### src/rtl/coin_collector.sv
// Coin pickup tracker: overlap detection, saturating score and tile write-back handshake.
// Optional respawn of collected coins is compiled in with `define COIN_COLLECTOR_RESPAWN_EN.
module coin_collector #(
   parameter int NUM_COINS       = 4,
   parameter int BLOCK_WIDTH     = 40,
   parameter int CHARACTER_WIDTH = 42,
   parameter int SCORE_WIDTH     = 10,
   parameter int COIN_VALUE      = 1,
   parameter int SKY             = 1,
   parameter int TKN             = 4,
   parameter int RESPAWN_CYCLES  = 1000
) (
   input  logic                        vga_clock,
   input  logic                        reset,
   input  logic signed [31:0]          mario_x,
   input  logic signed [31:0]          mario_y,
   input  logic [NUM_COINS*4-1:0]      coin_row,
   input  logic [NUM_COINS*5-1:0]      coin_col,
   input  logic [NUM_COINS-1:0]        coin_en,
   output logic                        tile_req,
   output logic [3:0]                  tile_row,
   output logic [4:0]                  tile_col,
   output logic [7:0]                  tile_data,
   input  logic                        tile_ack,
   output logic [NUM_COINS-1:0]        collected,
   output logic [SCORE_WIDTH-1:0]      score,
   output logic                        coin_event,
   output logic                        all_collected
);

   localparam int IDX_W = (NUM_COINS > 1) ? $clog2(NUM_COINS) : 1;
   localparam int SUM_W = SCORE_WIDTH + 32;
   localparam logic [SUM_W-1:0] SCORE_MAX = {{32{1'b0}}, {SCORE_WIDTH{1'b1}}};

   if (NUM_COINS < 1 || NUM_COINS > 16) begin : g_bad_num_coins
      $error("coin_collector: NUM_COINS must be 1..16");
   end
   if (SKY < 0 || SKY > 255 || TKN < 0 || TKN > 255 || RESPAWN_CYCLES < 0) begin : g_bad_codes
      $error("coin_collector: tile codes must fit 8 bits, RESPAWN_CYCLES >= 0");
   end

   typedef enum logic {IDLE, REQ} wb_state_t;

   wb_state_t            state;
   logic [NUM_COINS-1:0] overlap;
   logic [NUM_COINS-1:0] hit;
   logic [NUM_COINS-1:0] clr_pend;
   logic [3:0]           row_of [NUM_COINS];
   logic [4:0]           col_of [NUM_COINS];
   logic [IDX_W-1:0]     cur_idx;
   logic [IDX_W-1:0]     pick_idx;
   logic                 pick_valid;
   int unsigned          hit_cnt;
   logic [SUM_W-1:0]     score_sum;

`ifdef COIN_COLLECTOR_RESPAWN_EN
   localparam int CNT_W = (RESPAWN_CYCLES > 1) ? $clog2(RESPAWN_CYCLES + 1) : 1;
   logic [NUM_COINS-1:0] rst_pend;
   logic [CNT_W-1:0]     respawn_cnt [NUM_COINS];
   logic                 req_restore;
   logic                 pick_restore;
`endif

   // Half-open interval test: strict compares make edge-touching tiles miss.
   for (genvar i = 0; i < NUM_COINS; i++) begin : g_coin
      logic signed [31:0] tile_x;
      logic signed [31:0] tile_y;
      assign row_of[i]  = coin_row[i*4 +: 4];
      assign col_of[i]  = coin_col[i*5 +: 5];
      assign tile_x     = $signed({27'd0, col_of[i]}) * BLOCK_WIDTH;
      assign tile_y     = $signed({28'd0, row_of[i]}) * BLOCK_WIDTH;
      assign overlap[i] = (mario_x < tile_x + BLOCK_WIDTH) && (mario_x + CHARACTER_WIDTH > tile_x) &&
                          (mario_y < tile_y + BLOCK_WIDTH) && (mario_y + CHARACTER_WIDTH > tile_y);
   end

   assign hit           = overlap & coin_en & ~collected;
   assign all_collected = (|coin_en) && ((collected & coin_en) == coin_en);

   // NOTE: every always_comb output gets a default first so no path can infer a latch.
   always_comb begin
      hit_cnt = 0;
      for (int i = 0; i < NUM_COINS; i++) hit_cnt = hit_cnt + 32'(hit[i]);
      score_sum = SUM_W'(score) + SUM_W'(hit_cnt * COIN_VALUE);
   end

   // Restores are scanned first so any pending clear overrides them.
   always_comb begin
      pick_idx   = '0;
      pick_valid = |clr_pend;
`ifdef COIN_COLLECTOR_RESPAWN_EN
      pick_valid   = pick_valid | (|rst_pend);
      pick_restore = (clr_pend == '0);
      for (int i = NUM_COINS - 1; i >= 0; i--) if (rst_pend[i]) pick_idx = IDX_W'(i);
`endif
      for (int i = NUM_COINS - 1; i >= 0; i--) if (clr_pend[i]) pick_idx = IDX_W'(i);
   end

   always_ff @(posedge vga_clock or negedge reset) begin
      if (!reset) begin
         state      <= IDLE;
         tile_req   <= 1'b0;
         tile_row   <= '0;
         tile_col   <= '0;
         tile_data  <= '0;
         cur_idx    <= '0;
         collected  <= '0;
         clr_pend   <= '0;
         score      <= '0;
         coin_event <= 1'b0;
`ifdef COIN_COLLECTOR_RESPAWN_EN
         rst_pend    <= '0;
         req_restore <= 1'b0;
         for (int i = 0; i < NUM_COINS; i++) respawn_cnt[i] <= '0;
`endif
      end else begin
         coin_event <= |hit;
         score      <= (score_sum > SCORE_MAX) ? SCORE_MAX[SCORE_WIDTH-1:0] : score_sum[SCORE_WIDTH-1:0];
         // NOTE: later non-blocking writes to the same bit win, so the ack path below overrides these.
         collected  <= collected | hit;
         clr_pend   <= clr_pend | hit;
`ifdef COIN_COLLECTOR_RESPAWN_EN
         for (int i = 0; i < NUM_COINS; i++) begin
            if (respawn_cnt[i] != '0) begin
               respawn_cnt[i] <= respawn_cnt[i] - 1'b1;
               if (respawn_cnt[i] == CNT_W'(1)) rst_pend[i] <= 1'b1;
            end
         end
`endif
         case (state)
            IDLE: begin
               if (pick_valid) begin
                  state    <= REQ;
                  tile_req <= 1'b1;
                  cur_idx  <= pick_idx;
                  tile_row <= row_of[pick_idx];
                  tile_col <= col_of[pick_idx];
`ifdef COIN_COLLECTOR_RESPAWN_EN
                  req_restore <= pick_restore;
                  tile_data   <= pick_restore ? 8'(TKN) : 8'(SKY);
`else
                  tile_data <= 8'(SKY);
`endif
               end
            end
            REQ: begin
               if (tile_ack) begin
                  state    <= IDLE;
                  tile_req <= 1'b0;
`ifdef COIN_COLLECTOR_RESPAWN_EN
                  if (req_restore) begin
                     rst_pend[cur_idx]  <= 1'b0;
                     collected[cur_idx] <= 1'b0;
                  end else begin
                     clr_pend[cur_idx] <= 1'b0;
                     if (RESPAWN_CYCLES == 0) rst_pend[cur_idx] <= 1'b1;
                     else respawn_cnt[cur_idx] <= CNT_W'(RESPAWN_CYCLES);
                  end
`else
                  clr_pend[cur_idx] <= 1'b0;
`endif
               end
            end
            default: state <= IDLE;
         endcase
      end
   end

endmodule

### config.mk
export PLATFORM = sky130hd
export DESIGN_NAME = coin_collector
export DESIGN_NICKNAME = d
export VERILOG_FILES = /design/src/rtl/coin_collector.sv
export SDC_FILE = /design/constraint.sdc
export NUM_CORES = 1
export LEC_CHECK = 0
export BUFFER_PORTS_ARGS = -buffer_cell sky130_fd_sc_hd__buf_2
export CORE_UTILIZATION = 63
export DETAILED_ROUTE_END_ITERATION = 10
export HOLD_SLACK_MARGIN = 0.12
export PLACE_DENSITY = 0.87
export SLEW_MARGIN = 25
export SYNTH_ARGS = -nofsm -noshare
export SYNTH_HDL_FRONTEND = slang
export SYNTH_SLANG_ARGS = --single-unit
### constraint.sdc
create_clock -name vga_clock -period 5.2 [get_ports vga_clock]
set_input_delay 0.26 -clock vga_clock [delete_from_list [all_inputs] [get_ports vga_clock]]
set_output_delay 0.26 -clock vga_clock [all_outputs]
set_load 0.01 [all_outputs]
==> results of run 1 <==
## registers in the layout, summed over array words and instances, names as in the netlist, 2 cells and up
| signal | count |
|---|---|
| score | 10 |
| tile_col | 5 |
| clr_pend | 4 |
| collected | 4 |
| tile_row | 4 |
| cur_idx | 2 |
## report_power, final
part / leakage [nW] / internal [W] / switching, W
Clock: 0.0841 / 0.000239 / 0.000104
Sequential: 0.406 / 0.000346 / 0.0000843
Combinational: 4.13 / 0.000698 / 0.000802
## Yosys cell counts, types with 4 or more instances
master / n
dfrtp_1: 33
mux2i_1: 4
nor4_1: 16
a2111oi_0: 4
a31oi_1: 5
nand2b_1: 11
or3_1: 7
and4_1: 7
nand2_1: 52
mux4_2: 9
and2_1: 4
a21oi_1: 48
or4_1: 7
o21a_1: 36
mux2_2: 12
ha_1: 173
a21o_1: 22
nand3_1: 30
nor4_2: 4
o211ai_1: 10
o21ai_0: 44
xnor2_1: 44
buf_4: 8
o22ai_1: 7
inv_1: 74
nand4_1: 41
clkbuf_1: 4
nor3b_1: 6
nor2b_1: 12
a211oi_1: 22
a32oi_1: 5
xor2_1: 26
or2_1: 4
nor2_1: 55
fa_1: 11
nor3_1: 27
and3_1: 9
## worst max-delay path: cells and delay by family
kind	cells	cell delay (ns)
buf+inv	7	0.82
fa+ha+maj	7	2.36
simple gates	6	1.00
compound gates	6	1.20
## worst paths after layout
kind                                end  slack, ns  cells after the start
setup / recovery               score[0]      -0.29                     26
hold / removal                    state       0.19                      2
setup reg to reg               score[0]       2.22                     13
hold reg to reg            tile_data[0]       0.47                      1
max in group asynchronous   clr_pend[1]       4.12                      2
min in group asynchronous   tile_row[2]       0.61                      2
## timing repair
| item | in CTS | in global routing |
|---|---|---|
| gates resized for setup | 4 | 56 |
| hold buffers | 1 | 0 |
| buffers inserted | 5 | 5 |
| endpoints found under the setup margin | 10 | 10 |
| endpoints found under the hold margin | 33 | 0 |
| cloned | 0 | 0 |
| pin swaps | 3 | 33 |
## area by class of cell
| cell class | count | share of cell area |
|---|---|---|
| Multi-Input combinational cell | 832 | 0.717 |
| Clock inverter | 1 | 0.00310 |
| Inverter | 74 | 0.0287 |
| Timing Repair Buffer | 208 | 0.130 |
| Tap cell | 168 | 0.0217 |
| Sequential cell | 33 | 0.0852 |
| Clock buffer | 7 | 0.0147 |
## metrics by stage
step	TNS (ns)	std cells	area [sq um]
floorplan	0	954	7880
global placement	-3.31	1304	9150
detailed placement	-5.29	1304	9150
CTS	0	1318	9390
global route	-3.96	1323	9690
finish	-2.66	1323	9690
## per-layer routing
layer	GRT usage	vias up
li1	-	3990
met1	0.433	3994
met2	0.656	422
met3	0.0340	124
met4	0.189	0
met5	0	-
## kinds of logic (layout without fill, tap and decap cells)
logic type | count (synthesis) | after routing | synth area share
and+or+nand+nor | 302 | 302 | 0.209
AOI/OAI and AO/OA | 239 | 239 | 0.206
adders and majority gates | 184 | 184 | 0.304
buffers and inverters | 89 | 290 | 0.0469
xor gates and xnor gates | 70 | 70 | 0.0781
DFF | 33 | 33 | 0.105
muxes | 26 | 26 | 0.0496
other | 2 | 11 | 0.000957
==> results.txt, run 1 <==
----------------------------------------------------
[Global routing]
  Wire length of the first global-routing pass ... between 30 and 40 mm
  GRT Overall Usage ... 0.365
  Number of global-route vias before repair ... around 8300
  Pin count of the biggest net entering global routing ... 34
  Antenna violations before repair ... 0
  GRT Residual Overflow ... 0

[Synthesis]
  Cells after Synth ... 945
  Per-instance average area after synthesis ... 8.30 sq um
  Main area contributors after synthesis ... ha_1, dfrtp_1, xnor2_1
  Cell type with the largest total area after synthesis ... ha_1
  Portion of synthesized cell area occupied by the leading cell type ... 0.276
  Share of the yosys chip area belonging to registers ... 0.105
  Number of synthesized flops with an enable pin ... 0
  Synth unique cells ... a little under 70
  Async set or reset register ratio after synthesis ... 1.00
  Dominant register cell in the synthesized netlist ... dfrtp_1
  Syn. warnings ... 0
  Cell area after synthesis ... approximately 7800 sq um
  Flops & latches, synth ... 33

[Job]
  Maximum capacitance violations ... 0

[CTS]
  Clock Tree Root ... clkbuf_16
  TritonCTS clock tree ... done
  Sinks on the clock net ... 33
  TritonCTS buffer count ... 5
  Maximum buffer depth of the clock tree ... 2
  Insertion delay of the later-clocked pin in the worst-skew pair ... 0.28 ns
  Clock-pin slew of the registers on the worst-case setup and hold paths ... 0.05 ns
  Maximum level of the CTS H-tree ... 2

[Run status]
  Run status ... finished, violations left
  Violated checks ... negative setup slack

[Routing]
  DRC violation total after the first TritonRoute iteration ... ~670
  Count of nets left with antenna violations after detail routing ... 0
  Metal3 WL ... 1.52 mm
  Metal2 WL ... 12.2 mm
  Post-detailed-route via-to-cell ratio ... 6.45
  Met1 layer wirelength in the final routing ... 9.89 mm
  Highest routed metal layer ... met4
  Average wire per standard cell ... 18.8 um
  Routed vias ... around 8500
  Total DRC errors in the routed layout ... 0
  Length of the first detailed-routing pass in iterations ... 6
  Final Routed Wirelength ... 24.9 mm

[Critical path]
  Worst setup path start ... coin_col[13]
  Slowest library cell on the worst path ... fa_2
  Required time of the critical path ... 5.36 ns
  Startpoint class of the critical path ... primary input
  Critical Setup Path Class ... primary input to flop
  Most used cell, CP ... fa_2
  Maximum cell stage delay along the critical path ... about 0.57 ns
  CP Data Arrival Time ... roughly 5.7 ns
  Maximum fanout count along the critical path ... 5
  Critical path capture point type ... flop
  R2R Path Start ... collected[0]

[Finish]
  Antenna diodes ... 0
  Net count, final ... about 1400
  Most frequent cells in the layout ... ha_1, buf_2, buf_4, inv_1, nor2_1
  Layout Area Growth over Synthesis ... 23.4%
  Number of fill cells in the layout ... between 800 and 900
  Share of cells above drive strength 1 ... 0.254
  Commonest non-fill, non-tap cell in the layout ... ha_1
  Total area of multi-input combinational cells ... 6940 sq um
  Final core occ ... 0.803
  Reg area ... ~830 sq um

[Die]
  Std-Cell Core Area ... 12100 sq um
  Initial Util ... 0.651
  Die W ... between 100 and 150 um
  Number of placed I/O pins ... 141
  Total Die Area ... between 10000 and 15000 sq um
  Num rows ... 40
  Die Height ... 114 um

[STA]
  Final setup violating endpoints ... 10
  Setup clock skew after layout ... 0.00373 ns
  Fmax ... ~0.18 GHz
  Period minus WS final ... 5.49 ns
  Final Hold Slack ... 0.189 ns
  Period utilization ... 1.06
  Worst setup slack after layout ... -0.295 ns
  Fin. Hold Viols ... 0
  Least-Margin Pin Slew ... 1.03 ns
  Headroom to the max-slew limit ... 0.311
  Final slew viol count ... 0
  Setup repair after global routing missed its margin ... true

[Place]
  Quantity of I/O buffers inserted on ports ... 133
  Worst setup slack before clock tree synthesis ... -0.604 ns
  Final weighted congestion of routability-driven global placement ... 0.953
  Detailed placer's ending HPWL ... 19.2 mm

[Worst hold path]
  Source of the worst hold timing path ... tile_ack
  Hold WC Path Type ... primary input to flop

[Power and ir drop]
  Power density over cell area ... 235 nW/um^2
  IR drop worst, VDD ... 0.194 mV
  Total Power ... about 0.0023 W
  Static leakage ... 4.62 nW

----------------------------------------------------
Note: power is estimated with default switching activity, not from simulation.
==> run 2: changes to the inputs <==
--- a/config.mk
+++ b/config.mk
@@ -10,6 +10,7 @@
 export DETAILED_ROUTE_END_ITERATION = 10
 export HOLD_SLACK_MARGIN = 0.12
 export PLACE_DENSITY = 0.87
+export SETUP_SLACK_MARGIN = 0.02
 export SLEW_MARGIN = 25
 export SYNTH_ARGS = -nofsm -noshare
 export SYNTH_HDL_FRONTEND = slang
==> results.txt, run 2 (same netlist as run 1, synthesis figures left out) <==
----------------------------------------------------
[Routing]
  Final Routed Wirelength ... 24.5 mm (was 24.9 mm)
  Total DRC errors in the routed layout ... 0 (unchanged)
  Metal3 WL ... 1.33 mm (was 1.52 mm)
  DRC violation total after the first TritonRoute iteration ... 606 (was 671)
  Highest routed metal layer ... met4 (unchanged)
  Met1 layer wirelength in the final routing ... 9.93 mm (was 9.89 mm)
  Length of the first detailed-routing pass in iterations ... 5 (was 6)
  Average wire per standard cell ... 18.5 um (was 18.8 um)
  Metal2 WL ... 12.1 mm (was 12.2 mm)
  Count of nets left with antenna violations after detail routing ... 0 (unchanged)
  Post-detailed-route via-to-cell ratio ... 6.42 (was 6.45)
  Routed vias ... 8501 (was 8530)

[Critical path]
  Required time of the critical path ... 5.36 ns (about the same)
  Critical Setup Path Class ... primary input to flop (unchanged)
  CP Data Arrival Time ... 5.43 ns (was 5.66 ns)
  Startpoint class of the critical path ... primary input (unchanged)
  Critical path capture point type ... flop (unchanged)
  R2R Path Start ... collected[0] (unchanged)
  Worst-case reg-to-reg path depth ... 13 (unchanged)
  Register-to-register setup slack ... 2.28 ns (was 2.22 ns)
  Maximum fanout count along the critical path ... 5 (unchanged)
  Reg2Reg Capture Point ... score[0] (unchanged)

[Worst hold path]
  Hold WC Path Type ... primary input to flop (unchanged)
  Number of cells on the worst hold path ... 2 (unchanged)
  Min-Delay Endpoint ... state (unchanged)
  Source of the worst hold timing path ... tile_ack (unchanged)

[Global routing]
  Pin count of the biggest net entering global routing ... 34 (unchanged)
  GRT Residual Overflow ... 0 (unchanged)
  Wire length of the first global-routing pass ... 38.2 mm (was 38.1 mm)
  Antenna violations before repair ... 0 (unchanged)
  GRT Overall Usage ... 0.366 (was 0.365)
  Number of global-route vias before repair ... 8281 (was 8251)

[Finish]
  Antenna diodes ... 0 (unchanged)
  Flip-flop count of the largest register, all copies and words added ... 10 (unchanged)
  Share of cells above drive strength 1 ... 0.255 (was 0.254)
  Final core occ ... 0.804 (was 0.803)
  Number of fill cells in the layout ... 819 (was 827)
  Layout Area Growth over Synthesis ... 23.6% (was 23.4%)
  Commonest non-fill, non-tap cell in the layout ... ha_1 (unchanged)
  Registers with the most flip-flops ... score x10, tile_col x5 (unchanged)
  Most frequent cells in the layout ... ha_1, buf_2, buf_4, inv_1, nor2_1 (unchanged)
  Net count, final ... 1447 (was 1445)
  Largest register by flop count ... score (unchanged)

[STA]
  Final Hold Slack ... 0.200 ns (was 0.189 ns)
  Worst setup slack after layout ... -0.0655 ns (was -0.295 ns)
  Final setup violating endpoints ... 9 (was 10)
  Period utilization ... 1.01 (was 1.06)
  Least-Margin Pin Slew ... 0.981 ns (was 1.03 ns)
  Setup repair after global routing missed its margin ... true (unchanged)
  Fin. Hold Viols ... 0 (unchanged)
  Period minus WS final ... 5.27 ns (was 5.49 ns)
  Final slew viol count ... 0 (unchanged)
  Fmax ... 0.190 GHz (was 0.182 GHz)
  Setup clock skew after layout ... 0.00661 ns (was 0.00373 ns)
  Headroom to the max-slew limit ... 0.343 (was 0.311)

[Job]
  Maximum capacitance violations ... 0 (unchanged)

[Die]
  Number of placed I/O pins ... 141 (unchanged)
  Die W ... 114 um (unchanged)
  Initial Util ... 0.651 (unchanged)
  Std-Cell Core Area ... 12100 sq um (unchanged)
  Die Height ... 114 um (unchanged)
  Total Die Area ... 12900 sq um (unchanged)
  Num rows ... 40 (unchanged)

[CTS]
  Sinks on the clock net ... 33 (unchanged)
  Insertion delay of the later-clocked pin in the worst-skew pair ... 0.28 ns (about the same)
  Clock Tree Root ... clkbuf_16 (unchanged)
  TritonCTS buffer count ... 5 (unchanged)
  Maximum buffer depth of the clock tree ... 2 (unchanged)
  TritonCTS clock tree ... done (unchanged)
  Clock-pin slew of the registers on the worst-case setup and hold paths ... 0.05 ns (about the same)
  Maximum level of the CTS H-tree ... 2 (unchanged)

[Place]
  Final weighted congestion of routability-driven global placement ... 0.953 (unchanged)
  Quantity of I/O buffers inserted on ports ... 133 (unchanged)
  Detailed placer's ending HPWL ... 19.2 mm (unchanged)

[Run status]
  Run status ... finished, violations left (unchanged)
  Violated checks ... negative setup slack (unchanged)

[Power and ir drop]
  IR drop worst, VDD ... 0.188 mV (was 0.194 mV)
  Static leakage ... 4.63 nW (was 4.62 nW)
  Power density over cell area ... 234 nW/um^2 (was 235 nW/um^2)

----------------------------------------------------
[run 2: cell types whose count changed in the layout (fill, tap and decap cells not counted)]
cell,delta
buf_4,+2
[run 2: final cells by class]
class	instances	area (sq um)	share of cell area
clock buffer	7	143	0.0147
clock inverter	1	30.0	0.00310
inverter	74	278	0.0286
multi-input combinational	832	6940	0.716
sequential	33	826	0.0851
tap	168	210	0.0217
timing repair buffer	210	1270	0.131
[run 2: worst max-delay path by stage]
stage	startpoint	endpoint	slack, ns	cells past startpoint
2_1_floorplan	coin_col[11]	score[4]	0.06	24
3_3_place_gp	coin_col[6]	score[4]	-0.38	25
3_5_place_dp	coin_col[8]	score[4]	-0.60	25
4_1_cts	coin_col[8]	score[6]	0.04	26
5_1_grt	coin_col[12]	score[0]	-0.31	27
6_report	coin_col[13]	score[0]	-0.07	27
[run 2: power by group]
part / internal [W] / switching [W] / leakage (nW) / total (W)
clock: 0.000239 / 0.000105 / 0.0841 / 0.000344
combinational: 0.000696 / 0.000796 / 4.14 / 0.00149
sequential: 0.000346 / 0.0000897 / 0.406 / 0.000435
total: 0.00128 / 0.000991 / 4.63 / 0.00227
[run 2: worst max-delay path, stage by stage]
cell and delay, ns:
buf_8 0.10, ha_4 0.24, ha_4 0.17, fa_2 0.42, xor2_2 0.21, inv_2 0.08
nor4_4 0.30, xnor2_1 0.12, ha_1 0.34, a21o_1 0.17, a21o_1 0.16, a21oi_2 0.17
o21ai_2 0.10, nor3_2 0.18, o311ai_2 0.16, a2111oi_2 0.39, buf_4 0.19, fa_1 0.42
inv_2 0.08, fa_2 0.22, inv_2 0.05, fa_2 0.41, nand2_4 0.11, nor2_4 0.04
nand4_1 0.13, buf_6 0.15, nand2_1 0.06
[run 2: routing by layer]
metal,global-route usage,vias up
met5,0,-
met4,0.192,0
met3,0.0324,109
met2,0.660,370
met1,0.433,4026
li1,-,3996
[run 2: what timing repair did]
| action | in CTS | in global routing |
|---|---|---|
| endpoints found under the hold margin | 33 | 0 |
| resized for setup | 9 | 51 |
| pin swaps | 7 | 33 |
| buffers inserted | 5 | 7 |
| hold buffers | 1 | 0 |
| endpoints found under the setup margin | 10 | 10 |
| cloned | 0 | 0 |
[run 2: per-stage QoR]
step                instance area, sq um  TNS, ns  instances  total power (W)  worst slack, ns
finish                              9700   -0.457       1325          0.00227          -0.0655
global route                        9700    -2.91       1325          0.00242           -0.314
CTS                                 9420        0       1318          0.00218           0.0414
detailed placement                  9150    -5.29       1304          0.00181           -0.604
global placement                    9150    -3.31       1304          0.00174           -0.376
floorplan                           7880        0        954          0.00132           0.0566
